`config.mk`:
```
export PLATFORM = sky130hd
export DESIGN_NAME = mod_inverse_iter
export DESIGN_NICKNAME = d
export VERILOG_FILES = /design/src/rtl/mod_inverse_iter.sv
export SDC_FILE = /design/constraint.sdc
export NUM_CORES = 2
export LEC_CHECK = 0
export ABC_AREA = 1
export BUFFER_PORTS_ARGS = -buffer_cell sky130_fd_sc_hd__clkbuf_2
export CAP_MARGIN = 40
export CORE_MARGIN = 4
export CORE_UTILIZATION = 36
export CTS_BUF_LIST = sky130_fd_sc_hd__clkbuf_16
export DETAILED_ROUTE_END_ITERATION = 8
export MAX_ROUTING_LAYER = met4
export SETUP_SLACK_MARGIN = 0.2
export SLEW_MARGIN = 0
export SYNTH_ARGS = -nofsm -noshare
export SYNTH_HDL_FRONTEND = slang
export SYNTH_SLANG_ARGS = --single-unit
export TNS_END_PERCENT = 1
```
`constraint.sdc`:
```
create_clock -name clk -period 105.5 [get_ports clk]
set_input_delay 21.1 -clock clk [delete_from_list [all_inputs] [get_ports clk]]
set_output_delay 21.1 -clock clk [all_outputs]
set_load 0.01 [all_outputs]
```
`src/rtl/mod_inverse_iter.sv`:
```
// Iterative modular inverse: extended Euclid, one quotient step per clock.
// Ports: clk, reset (async, active-high), start, a, m -> busy, done,
//   inv_valid, inv; optional gcd output when MOD_INVERSE_GCD_OUT_EN is defined.
module mod_inverse_iter #(
  parameter int WIDTH = 32
) (
  input  logic             clk,
  input  logic             reset,
  input  logic             start,
  input  logic [WIDTH-1:0] a,
  input  logic [WIDTH-1:0] m,
  output logic             busy,
  output logic             done,
  output logic             inv_valid,
  output logic [WIDTH-1:0] inv
`ifdef MOD_INVERSE_GCD_OUT_EN
  ,
  output logic [WIDTH-1:0] gcd
`endif
);

  typedef enum logic [2:0] {
    IDLE,
    LOAD,
    ITER,
    FIX,
    DONE
  } state_t;

  state_t state;
  state_t state_nxt;

  logic [WIDTH-1:0] a_q;
  logic [WIDTH-1:0] m_q;
  logic [WIDTH-1:0] r0;
  logic [WIDTH-1:0] r1;
  logic signed [WIDTH:0] t0;
  logic signed [WIDTH:0] t1;

  logic [WIDTH-1:0] div_n;
  logic [WIDTH-1:0] div_d;
  logic [WIDTH-1:0] quo;
  logic [WIDTH-1:0] rem;
  logic [WIDTH:0]   prod;
  logic signed [WIDTH:0] t_nxt;
  logic             m_small;

  assign m_small = (m_q <= WIDTH'(1));

  // One divider serves both the a mod m reduction in LOAD and the
  // Euclid quotient in ITER. A zero divisor is never consumed, so
  // it is replaced by 1 only to keep the operator well defined.
  always_comb begin
    div_n = r0;
    div_d = r1;
    if (state == LOAD) begin
      div_n = a_q;
      div_d = m_q;
    end
    if (div_d == '0) begin
      div_d = WIDTH'(1);
    end
  end

  assign quo = div_n / div_d;
  assign rem = div_n % div_d;

  // |t| never exceeds m, so wrapping arithmetic at WIDTH+1 bits
  // yields the exact result even though q*t1 may be wider.
  assign prod  = {1'b0, quo} * $unsigned(t1);
  assign t_nxt = t0 - $signed(prod);

  always_ff @(posedge clk or posedge reset) begin
    if (reset) begin
      state <= IDLE;
    end else begin
      state <= state_nxt;
    end
  end

  always_comb begin
    state_nxt = state;
    busy      = 1'b0;
    done      = 1'b0;
    unique case (state)
      IDLE: begin
        if (start) begin
          state_nxt = LOAD;
        end
      end
      LOAD: begin
        busy = 1'b1;
        if (m_small) begin
          state_nxt = DONE;
        end else begin
          state_nxt = ITER;
        end
      end
      ITER: begin
        busy = 1'b1;
        if (r1 == '0) begin
          state_nxt = FIX;
        end
      end
      FIX: begin
        busy      = 1'b1;
        state_nxt = DONE;
      end
      DONE: begin
        done      = 1'b1;
        state_nxt = IDLE;
      end
      default: begin
        state_nxt = IDLE;
      end
    endcase
  end

  always_ff @(posedge clk or posedge reset) begin
    if (reset) begin
      a_q       <= '0;
      m_q       <= '0;
      r0        <= '0;
      r1        <= '0;
      t0        <= '0;
      t1        <= '0;
      inv       <= '0;
      inv_valid <= 1'b0;
`ifdef MOD_INVERSE_GCD_OUT_EN
      gcd       <= '0;
`endif
    end else begin
      unique case (state)
        IDLE: begin
          if (start) begin
            a_q <= a;
            m_q <= m;
          end
        end
        LOAD: begin
          r0        <= m_q;
          r1        <= rem;
          t0        <= '0;
          t1        <= (WIDTH+1)'(1);
          inv       <= '0;
          inv_valid <= 1'b0;
`ifdef MOD_INVERSE_GCD_OUT_EN
          // Final value when m <= 1; overwritten in FIX otherwise.
          gcd       <= m_q;
`endif
        end
        ITER: begin
          if (r1 != '0) begin
            r0 <= r1;
            r1 <= rem;
            t0 <= t1;
            t1 <= t_nxt;
          end
        end
        FIX: begin
          if (r0 == WIDTH'(1)) begin
            inv_valid <= 1'b1;
            // Result lies in 0..m-1, so WIDTH-bit wrap is exact.
            inv <= t0[WIDTH-1:0] + (t0[WIDTH] ? m_q : '0);
          end else begin
            inv_valid <= 1'b0;
            inv       <= '0;
          end
`ifdef MOD_INVERSE_GCD_OUT_EN
          gcd <= r0;
`endif
        end
        DONE: begin
        end
        default: begin
        end
      endcase
    end
  end

endmodule

```
==> summary.txt <==
Run status
  • Status: finished clean

Global routing
  • Initial antenna violation count: 5
  • Global router's overall resource usage: 0.260
  • Pin count of the biggest net entering global routing: just over 100
  • Vias in the first global route: 55,200
  • GR Overflow Total: 0
  • Global-route wire length before repair: 330,000 um

Place
  • Area after DPL: 61,100 sq um
  • DP HPWL: 179,000 um
  • RePlAce Congestion: 1.02
  • Number of port buffers: 101

STA
  • # setup viols final: 0
  • Pins Over Slew Limit: 0
  • Final Hold Fails: 0
  • RSZ-0062 raised after global routing: false
  • Period Utilization, post-route: 0.902
  • Crit path time final: 95.15 ns
  • Setup TNS: 0 ns
  • Worst-margin pin slew: 1.13 ns
  • Fmax: 0.0105 GHz
  • Worst slew margin: 0.246
  • Setup Skew: slightly above 0.06 ns
  • Final hold slack: around 0.49 ns

CTS
  • Clock-pin slew on the worst setup and hold paths: 0.06 ns
  • CTS Sinks: 230
  • Cts bufs inserted: 31
  • Root Driver: clkbuf_16
  • Max Root-Sink Buffers: 3
  • CTS tree: yes
  • H-tree levels: 1
  • Later-pin clock latency in the skew report: 0.67 ns
  • Hold Buf Count CTS: 0

Cells and area
  • Most common cell after layout, fill and taps aside: nand2_1
  • Area grow syn2layout: 8.20%
  • Commonest cells after routing, fill and taps aside: 2,121 x nand2_1, 1,643 x inv_1, 700 x ha_1
  • Final Cell Area: 63,000 sq um
  • Final net count: 9,915
  • Ratio of cells with drive above 1 in the final layout: 0.0793

Die
  • Die Ht: a little over 400 um
  • Chip width: 410 um
  • Core ar.: 161,000 sq um
  • Io pins: 102
  • Cell Rows: 147
  • Initial Util: 0.362
  • Die ar.: 168,000 sq um

Setup path
  • Crit path largest cell delay: 0.82 ns
  • Setup crit start kind: register
  • R2r worst-path depth: about 720
  • Crit Path Max Fanout: 48
  • CP max-delay cell: nand4_1
  • Worst R2R Setup Slack: just over 10 ns
  • Reg2reg end: t1[31]$_DFFE_PP0P_
  • R2r startpoint: state[2]$_DFFE_PP0P_
  • CP dominant cell by count: nand2_1
  • Crit path kind: register to register
  • Endpoint class of the critical path: register
  • Worst path required time: 105.97 ns
  • Arr. time, crit path: 95.62 ns
  • Top delay family on crit path: simple AND/OR/NAND/NOR gates
  • Worst Path Buf+Inv: 140

Synthesis
  • Synth cell types: 84
  • Post-synthesis async set-or-reset flop share: 1.00
  • Mapped Nets: 9,859
  • Sequential area share after synthesis: 0.0988
  • Syn_area_per_cell: just under 7 sq um
  • Ys flop type: dfrtp_1
  • Gate Count Post-Synth: 8,616
  • EDFF count, synth: 0
  • Seq cells post-synth: 230
  • Synthesized area: 58,300 sq um
  • Ys Warns: 0

Drt
  • Vias: 56,600
  • Avg WL per Cell: slightly above 20 um
  • Total wire length: 220,000 um
  • Total iterations of the first detailed-routing run: 6
  • Post-route ant nets: 0
  • DR vias/cell: 5.21
  • DR DRC count: 0
  • Starting DRC count in detailed routing: 4,798

Worst hold path
  • Hold/Removal Path Class: register to register
  • Hold endpoint: inv_valid$_DFFE_PP0P_
  • Min-delay src: inv_valid$_DFFE_PP0P_
  • Worst Hold Depth: 2

Job
  • Maxcap violations: 0
## state kept, by name, indices dropped and copies added, names as in the netlist
signal     flops
t0            33
t1            33
a_q           32
inv           32
m_q           32
r0            32
r1            32
state          3
inv_valid      1
## cells by family after synthesis
logic type | Yosys count | share of synthesized area
AOI/OAI and AO/OA | 1323 | 0.131
xor gates and xnor gates | 414 | 0.0625
adders and majority gates | 1176 | 0.314
buffers and inverters | 1933 | 0.134
DFF | 230 | 0.0988
muxes | 35 | 0.00679
and+or+nand+nor | 3505 | 0.253
## worst max path at each step
stage / slack, ns / endpoint / start / cells after the start
6_report: 10.35 / t1[31]$_DFFE_PP0P_ / state[2]$_DFFE_PP0P_ / 919
5_1_grt: 0.01 / t1[32]$_DFFE_PP0P_ / state[2]$_DFFE_PP0P_ / 918
4_1_cts: 2.39 / t1[32]$_DFFE_PP0P_ / state[2]$_DFFE_PP0P_ / 918
3_5_place_dp: 2.82 / t1[32]$_DFFE_PP0P_ / state[2]$_DFFE_PP0P_ / 947
3_3_place_gp: 5.27 / t1[32]$_DFFE_PP0P_ / state[2]$_DFFE_PP0P_ / 719
2_1_floorplan: 23.15 / t1[32]$_DFFE_PP0P_ / state[1]$_DFFE_PP0P_ / 1172
## worst min-delay path, cell delays in order (launching register included)
cell,delay (ns)
dfrtp_1,0.34
nand2_1,0.06
nand2_1,0.06
## repair_timing
item	CTS	global route
resized for setup	0	158
setup buffers	0	39
setup endpoints to repair	0	65
hold endpoints to repair	0	0
## stage by stage
step            util  cells  setup WS (ns)
2_1_floorplan      -   8616          23.15
6_report       0.392  10900          10.35
5_1_grt        0.392  10900         0.0122
3_5_place_dp   0.380  10700           2.82
3_3_place_gp   0.379  10700           5.27
4_1_cts        0.386  10800           2.39
## synth_stat cells (8+ instances only)
master	n	area, sq um
a211oi_1	13	97.6
a21boi_0	9	67.6
a21o_1	41	308
a21oi_1	512	2560
a31oi_1	30	188
a32o_1	10	100
and2_1	11	68.8
buf_1	19	71.3
buf_2	13	65.1
buf_4	25	188
buf_6	46	518
clkbuf_1	126	473
clkinv_1	14	52.6
dfrtp_1	230	5760
fa_1	476	9530
ha_1	700	8760
inv_1	1647	6180
inv_2	24	90.1
mux2_2	33	372
nand2_1	2137	8020
nand2_2	78	488
nand2_4	10	113
nand3_1	304	1520
nand3_2	18	180
nand3b_1	9	67.6
nand4_1	61	382
nor2_1	654	2450
nor2_4	8	90.1
nor3_1	52	260
nor4_1	52	325
o211ai_1	41	308
o21a_1	13	97.6
o21ai_0	349	1750
o21ai_1	105	526
o21ai_2	37	324
o21bai_1	54	405
o221ai_1	9	78.8
o22ai_1	27	169
o31ai_1	20	150
or2_1	10	62.6
or2_2	78	488
xnor2_1	155	1360
xor2_1	258	2260
## per-layer routing
layer / global-route usage / wire length [um] / up-vias / share of wire
li1: - / - / 27200 / -
met1: 0.344 / 95600 / 27000 / 0.43
met2: 0.409 / 97500 / 1973 / 0.44
met3: 0.0367 / 17000 / 387 / 0.077
met4: 0.0905 / 9860 / 0 / 0.045
met5: - / 0 / - / 0
## layout make-up
class / count / area [sq um]
repair buffers: 256 / 2030
flip-flops and latches: 230 / 5760
diodes: 4 / 10.0
well taps: 2160 / 2700
fillers: 17000 / 97700
repair inverters: 2 / 10.0
clock inverters: 22 / 178
inverters: 1688 / 6390
multi-input cells: 6463 / 45200
clock buffers: 31 / 776
Power is not shown: default switching activity piles up to over one toggle a cycle in this logic, so the estimate is an artifact.
